--- src/rtl/legv8_inst_encoder.sv ---
// LEGv8 instruction encoder: builds 32-bit words from op/field requests and
// queues them with their byte address in a small FIFO behind valid/ready.
module legv8_inst_encoder #(
  parameter int unsigned DEPTH     = 4,
  parameter logic [63:0] BASE_ADDR = 64'h0
) (
  input  logic        CLK,
  input  logic        resetl,
  input  logic        flush,
  input  logic        in_valid,
  output logic        in_ready,
  input  logic [3:0]  in_op,
  input  logic [4:0]  in_rd,
  input  logic [4:0]  in_rn,
  input  logic [4:0]  in_rm,
  input  logic [1:0]  in_hw,
  input  logic [31:0] in_imm,
  output logic        out_valid,
  input  logic        out_ready,
  output logic [31:0] out_inst,
  output logic [63:0] out_addr,
  output logic        err_valid,
  output logic [1:0]  err_code,
  output logic [15:0] inst_count
);

  localparam int unsigned AW = (DEPTH > 1) ? $clog2(DEPTH) : 1;
  localparam int unsigned PW = AW + 1;

  localparam logic [1:0] ERR_ILLEGAL_OP = 2'b01;
  localparam logic [1:0] ERR_IMM_RANGE  = 2'b10;

  typedef struct packed {
    logic [31:0] inst;
    logic [63:0] addr;
  } entry_t;

  // Combinational encoder and legality checks
  logic [31:0] enc_inst_c;
  logic        legal_op_c;
  logic        imm_ok_c;

  always_comb begin
    enc_inst_c = 32'h0;
    legal_op_c = 1'b1;
    imm_ok_c   = 1'b1;
    case (in_op)
      4'd0: enc_inst_c = {11'b10001011000, in_rm, 6'b000000, in_rn, in_rd};
      4'd1: enc_inst_c = {11'b11001011000, in_rm, 6'b000000, in_rn, in_rd};
      4'd2: enc_inst_c = {11'b10001010000, in_rm, 6'b000000, in_rn, in_rd};
      4'd3: enc_inst_c = {11'b10101010000, in_rm, 6'b000000, in_rn, in_rd};
      4'd4: begin
        enc_inst_c = {10'b1001000100, in_imm[11:0], in_rn, in_rd};
        imm_ok_c   = (in_imm[31:12] == 20'h0);
      end
      4'd5: begin
        enc_inst_c = {10'b1101000100, in_imm[11:0], in_rn, in_rd};
        imm_ok_c   = (in_imm[31:12] == 20'h0);
      end
      4'd6: begin
        enc_inst_c = {11'b11111000010, in_imm[8:0], 2'b00, in_rn, in_rd};
        imm_ok_c   = (in_imm[31:8] == {24{in_imm[8]}});
      end
      4'd7: begin
        enc_inst_c = {11'b11111000000, in_imm[8:0], 2'b00, in_rn, in_rd};
        imm_ok_c   = (in_imm[31:8] == {24{in_imm[8]}});
      end
      4'd8: begin
        enc_inst_c = {8'b10110100, in_imm[18:0], in_rd};
        imm_ok_c   = (in_imm[31:18] == {14{in_imm[18]}});
      end
      4'd9: begin
        enc_inst_c = {6'b000101, in_imm[25:0]};
        imm_ok_c   = (in_imm[31:25] == {7{in_imm[25]}});
      end
      4'd10: begin
        enc_inst_c = {9'b110100101, in_hw, in_imm[15:0], in_rd};
        imm_ok_c   = (in_imm[31:16] == 16'h0);
      end
      default: legal_op_c = 1'b0;
    endcase
  end

  entry_t      mem_q [DEPTH];
  entry_t      mem_d [DEPTH];
  logic [PW-1:0] wr_q, wr_d, rd_q, rd_d;
  logic [63:0] addr_q, addr_d;
  logic [15:0] cnt_q, cnt_d;
  logic [31:0] out_inst_q, out_inst_d;
  logic [63:0] out_addr_q, out_addr_d;
  logic        out_valid_q, out_valid_d;
  logic        err_valid_q, err_valid_d;
  logic [1:0]  err_code_q, err_code_d;

  logic full_c;
  logic accept_c;
  logic push_c;
  logic pop_c;

  assign full_c   = (wr_q[AW-1:0] == rd_q[AW-1:0]) && (wr_q[AW] != rd_q[AW]);
  assign accept_c = in_valid && !full_c;
  assign push_c   = accept_c && legal_op_c && imm_ok_c && !flush;
  assign pop_c    = out_valid_q && out_ready && !flush;

  // Next-state: FIFO pointers, address/count, head registers, error pulse
  always_comb begin
    mem_d       = mem_q;
    wr_d        = wr_q;
    rd_d        = rd_q;
    addr_d      = addr_q;
    cnt_d       = cnt_q;
    out_inst_d  = out_inst_q;
    out_addr_d  = out_addr_q;
    out_valid_d = out_valid_q;
    err_valid_d = 1'b0;
    err_code_d  = err_code_q;

    if (flush) begin
      wr_d        = '0;
      rd_d        = '0;
      addr_d      = BASE_ADDR;
      cnt_d       = 16'h0;
      out_valid_d = 1'b0;
    end else begin
      if (accept_c && !legal_op_c) begin
        err_valid_d = 1'b1;
        err_code_d  = ERR_ILLEGAL_OP;
      end else if (accept_c && !imm_ok_c) begin
        err_valid_d = 1'b1;
        err_code_d  = ERR_IMM_RANGE;
      end
      if (push_c) begin
        mem_d[wr_q[AW-1:0]] = '{inst: enc_inst_c, addr: addr_q};
        wr_d   = wr_q + PW'(1);
        addr_d = addr_q + 64'd4;
        if (cnt_q != 16'hFFFF) cnt_d = cnt_q + 16'd1;
      end
      if (pop_c) rd_d = rd_q + PW'(1);
      out_valid_d = (wr_d != rd_d);
      // Head registers follow the new head; hold last word once empty
      if (out_valid_d) begin
        out_inst_d = mem_d[rd_d[AW-1:0]].inst;
        out_addr_d = mem_d[rd_d[AW-1:0]].addr;
      end
    end
  end

  always_ff @(posedge CLK or negedge resetl) begin
    if (!resetl) begin
      for (int i = 0; i < int'(DEPTH); i++) mem_q[i] <= '0;
      wr_q        <= '0;
      rd_q        <= '0;
      addr_q      <= BASE_ADDR;
      cnt_q       <= 16'h0;
      out_inst_q  <= 32'h0;
      out_addr_q  <= BASE_ADDR;
      out_valid_q <= 1'b0;
      err_valid_q <= 1'b0;
      err_code_q  <= 2'b00;
    end else begin
      mem_q       <= mem_d;
      wr_q        <= wr_d;
      rd_q        <= rd_d;
      addr_q      <= addr_d;
      cnt_q       <= cnt_d;
      out_inst_q  <= out_inst_d;
      out_addr_q  <= out_addr_d;
      out_valid_q <= out_valid_d;
      err_valid_q <= err_valid_d;
      err_code_q  <= err_code_d;
    end
  end

  assign in_ready   = !full_c;
  assign out_valid  = out_valid_q;
  assign out_inst   = out_inst_q;
  assign out_addr   = out_addr_q;
  assign err_valid  = err_valid_q;
  assign err_code   = err_code_q;
  assign inst_count = cnt_q;

endmodule

--- config.mk ---
export PLATFORM = sky130hd
export DESIGN_NAME = legv8_inst_encoder
export DESIGN_NICKNAME = d
export VERILOG_FILES = /design/src/rtl/legv8_inst_encoder.sv
export SDC_FILE = /design/constraint.sdc
export NUM_CORES = 1
export LEC_CHECK = 0
export CORE_ASPECT_RATIO = 1.25
export CORE_UTILIZATION = 48
export CTS_CLUSTER_DIAMETER = 80
export DETAILED_ROUTE_END_ITERATION = 12
export PLACE_DENSITY = 0.73
export SLEW_MARGIN = 10
export SYNTH_ARGS = -nofsm -noshare
export SYNTH_HDL_FRONTEND = slang
export SYNTH_SLANG_ARGS = --single-unit
--- constraint.sdc ---
create_clock -name CLK -period 4.5 [get_ports CLK]
set_clock_uncertainty 0.15 [all_clocks]
set_input_delay 0.675 -clock CLK [delete_from_list [all_inputs] [get_ports CLK]]
set_output_delay 0.675 -clock CLK [all_outputs]
set_load 0.1 [all_outputs]
==> results.ini <==
[detailed_routing]
firstDrtPassIters = 6
routed_wl_microns = 76630
route.detailed.drc = 0
vias = 22610
drt_iter0_markers = 1745
ant_nets = 0
avgViaCountPerCell = 5.970
drt-wirelength-per-cell_microns = 20.23

[worst_setup_path]
arrival_ns = 4.48
critPathBufInv = 2
path_max_fanout = 6
critPathTopFamily = simple AND/OR/NAND/NOR gates
cp_slowest_stage_delay_ns = 0.96
worstPathRequired_ns = 4.80
cp_cell_sequence = clkdlybuf4s50_1, or4_1, o31ai_1, o2111ai_1, o32ai_2, o211ai_1, buf_4, nor3_1, nand4_1, xor2_1, nor2_1
crit_type = in2reg
crit_slowest_cell = nor3_1
endpoint_kind = flop
reg2reg_slack_ns = 0.67
start_kind = input port

[power]
combinationalPowerShare_pct = 27.9
swShare_pct = 36.57
leakage_nw = 14.48
pwr-share-seq_pct = 40.1
p_int_mw = 9.196
clockPowerShare_pct = 32.0
ir_drop_mv = 0.4349
power_density_mw_per_mm2 = 468.6
switchingPower_mw = 5.302

[clock_network]
cts-buffers-inserted = 55
cts_tree = built
clockBufferDepth = 3
insertion_delay_ns = 0.62
post_cts_buffers = 0
cts.sinks = 568
htreeDepth = 2
cts-root-buf = clkbuf_16
clk_pin_slew_ns = 0.06
cts_resized = 0

[die]
start_util_pct = 48.81
die_width_microns = 211.7
rows = 95
io_pins = 175
core_area_sq_mm = 0.05408
die_area_sq_mm = 0.05594
die_h_microns = 264.2

[timing]
drv_slew = 0
fin_ws_ns = 0.3276
relSlewSlack_pct = 19.90
period_needed_ns = 4.172
post-route-period-util_pct = 92.72
worst_pin_slew_ns = 1.192
hold_violations = 0
fmaxAchievable_mhz = 239.7
fin_tns_setup_ns = 0
final-setup-viol-count = 0
rsz0062_at_grt = no

[global_route]
grt_use_total_pct = 28.02
grt_max_degree = 120
antenna_found_initial = 1
grt_pass1_wl_microns = 124400
grt_remaining_overflow = 0
grt_pass1_vias = 23440

[finish]
design_area_sq_mm = 0.03094
area_delta_synth_final_pct = 17.22
post-route-util_pct = 57.21
nets = 3086
fillers = 4588
layout_commonest_cell = nand2_1
drive_gt1_share_pct = 7.127
mostFrequentLayoutCells = 949 x nand2_1, 568 x dfrtp_1, 254 x nor2_1

[synthesis]
synth_cells = 2956
yosys.area.top_type = dfrtp_1
ys.flop_type = dfrtp_1
synth.cell_area_sq_mm = 0.02640
synth_cell_types = 68
synth.top_cells.by_area = dfrtp_1 54%, nand2_1 14%, o221ai_1 4.3%
synth_nets = 3022
netlist.area_leader.share_pct = 53.85
synth_edf_count = 0
synth-seq-cells = 568
yosysWarnings = 0
ys_seq_area_share_pct = 53.85
avgSynthCellArea_sq_um = 8.929
async_flop_share_pct = 100.0

[placed_design]
pre_cts_slack_ns = -0.3550
dp_hpwl_microns = 46530
io_buffers = 174
gp_congestion = 0.9202
dpl_cell_area_sq_mm = 0.02913

[worst_hold_path]
hp-class = reg2reg

[status]
outcome = finished, final reports clean

[flow_run]
maxCapViolations = 0

logic make-up after synthesis:
logic type                 share of synthesized area (%)
AOI/OAI and AO/OA                                  16.47
xor gates and xnor gates                           2.839
adders and majority gates                         0.3792
buffers and inverters                              4.456
DFF                                                53.85
muxes                                             0.8106
and+or+nand+nor                                    21.20
cells in the mapped netlist (7+ instances only):
| cell | count |
|---|---|
| and3_1 | 25 |
| mux2i_1 | 18 |
| nand3_1 | 39 |
| xor2_1 | 66 |
| o221a_2 | 8 |
| inv_1 | 31 |
| nand4_1 | 23 |
| o21ai_0 | 96 |
| o221ai_1 | 129 |
| a31oi_1 | 19 |
| nand2b_1 | 10 |
| nor2b_1 | 11 |
| buf_2 | 28 |
| o22a_1 | 83 |
| a211oi_1 | 38 |
| ha_1 | 8 |
| nand2_1 | 954 |
| and2_1 | 20 |
| o22ai_1 | 21 |
| o2111ai_1 | 7 |
| buf_4 | 11 |
| nor3_1 | 9 |
| dfrtp_1 | 568 |
| a22oi_1 | 16 |
| nor2_1 | 255 |
| a222oi_1 | 10 |
| clkbuf_1 | 198 |
| buf_1 | 21 |
| o31ai_1 | 25 |
| o21ai_1 | 61 |
| a21oi_1 | 51 |
| xnor2_1 | 17 |
state kept, by name, indices dropped and copies added (netlist names):
register    count
out_inst       32
out_addr       64
out_valid       1
err_valid       1
inst_count     16
rd_q            3
mem_q         384
err_code        2
addr_q         62
wr_q            3
power by group through the flow:
stage                     clock (mW)  sequential [mW]  combinational (mW)
final                           4.64             5.81                4.05
after global routing            4.90             5.85                4.23
after CTS                       4.71             5.81                4.06
after detailed placement           0             5.89                4.04
after global placement             0             5.88                3.99
after floorplan                    0             7.81               0.904
layer usage:
metal  global-route usage [%]  wire, microns  vias up
li1                         -              -    10190
met1                    35.37          31010    11210
met2                    46.48          36770      978
met3                    4.268           5289      232
met4                    14.59           3564        0
met5                        0              0        -
stage by stage:
stage,power (mW),std cells,hold WS [ns]
after floorplan,8.716,2956,0.2294
after global placement,9.873,3689,0.3015
after detailed placement,9.933,3689,0.3126
after CTS,14.58,3786,0.3277
after global routing,14.98,3786,0.3499
final,14.50,3787,0.3223
worst paths after layout:
| kind | endpoint | cells after the start | start |
|---|---|---|---|
| max | addr_q[43] | 11 | in_imm[26] |
| min | mem_q[277] | 2 | mem_q[277] |
| min in group asynchronous | mem_q[360] | 2 | resetl |
| min reg2reg | mem_q[277] | 2 | mem_q[277] |
| max in group asynchronous | mem_q[125] | 3 | resetl |
| max reg2reg | addr_q[56] | 9 | addr_q[15] |
timing repair:
item	4_1_cts	5_1_grt
hold buffers	1	0
endpoints found under the setup margin	0	0
hold endpoints to repair	59	0
worst min-delay path, stage by stage, from the launching register on:
cell     delay (ns)
dfrtp_1        0.32
nand2_1        0.06
nand2_1        0.06
layout make-up:
class	instances	area (sq um)	area share, %
inverters	32	120.1	0.3882
clock buffers	84	1635	5.285
multi-input cells	2097	11150	36.02
flip-flops and latches	568	14210	45.94
clock inverters	12	153.9	0.4974
well taps	727	909.6	2.940
repair buffers	266	2760	8.921
diodes	1	2.502	0.008088
No activity file was read; power rests on OpenSTA's default activity.
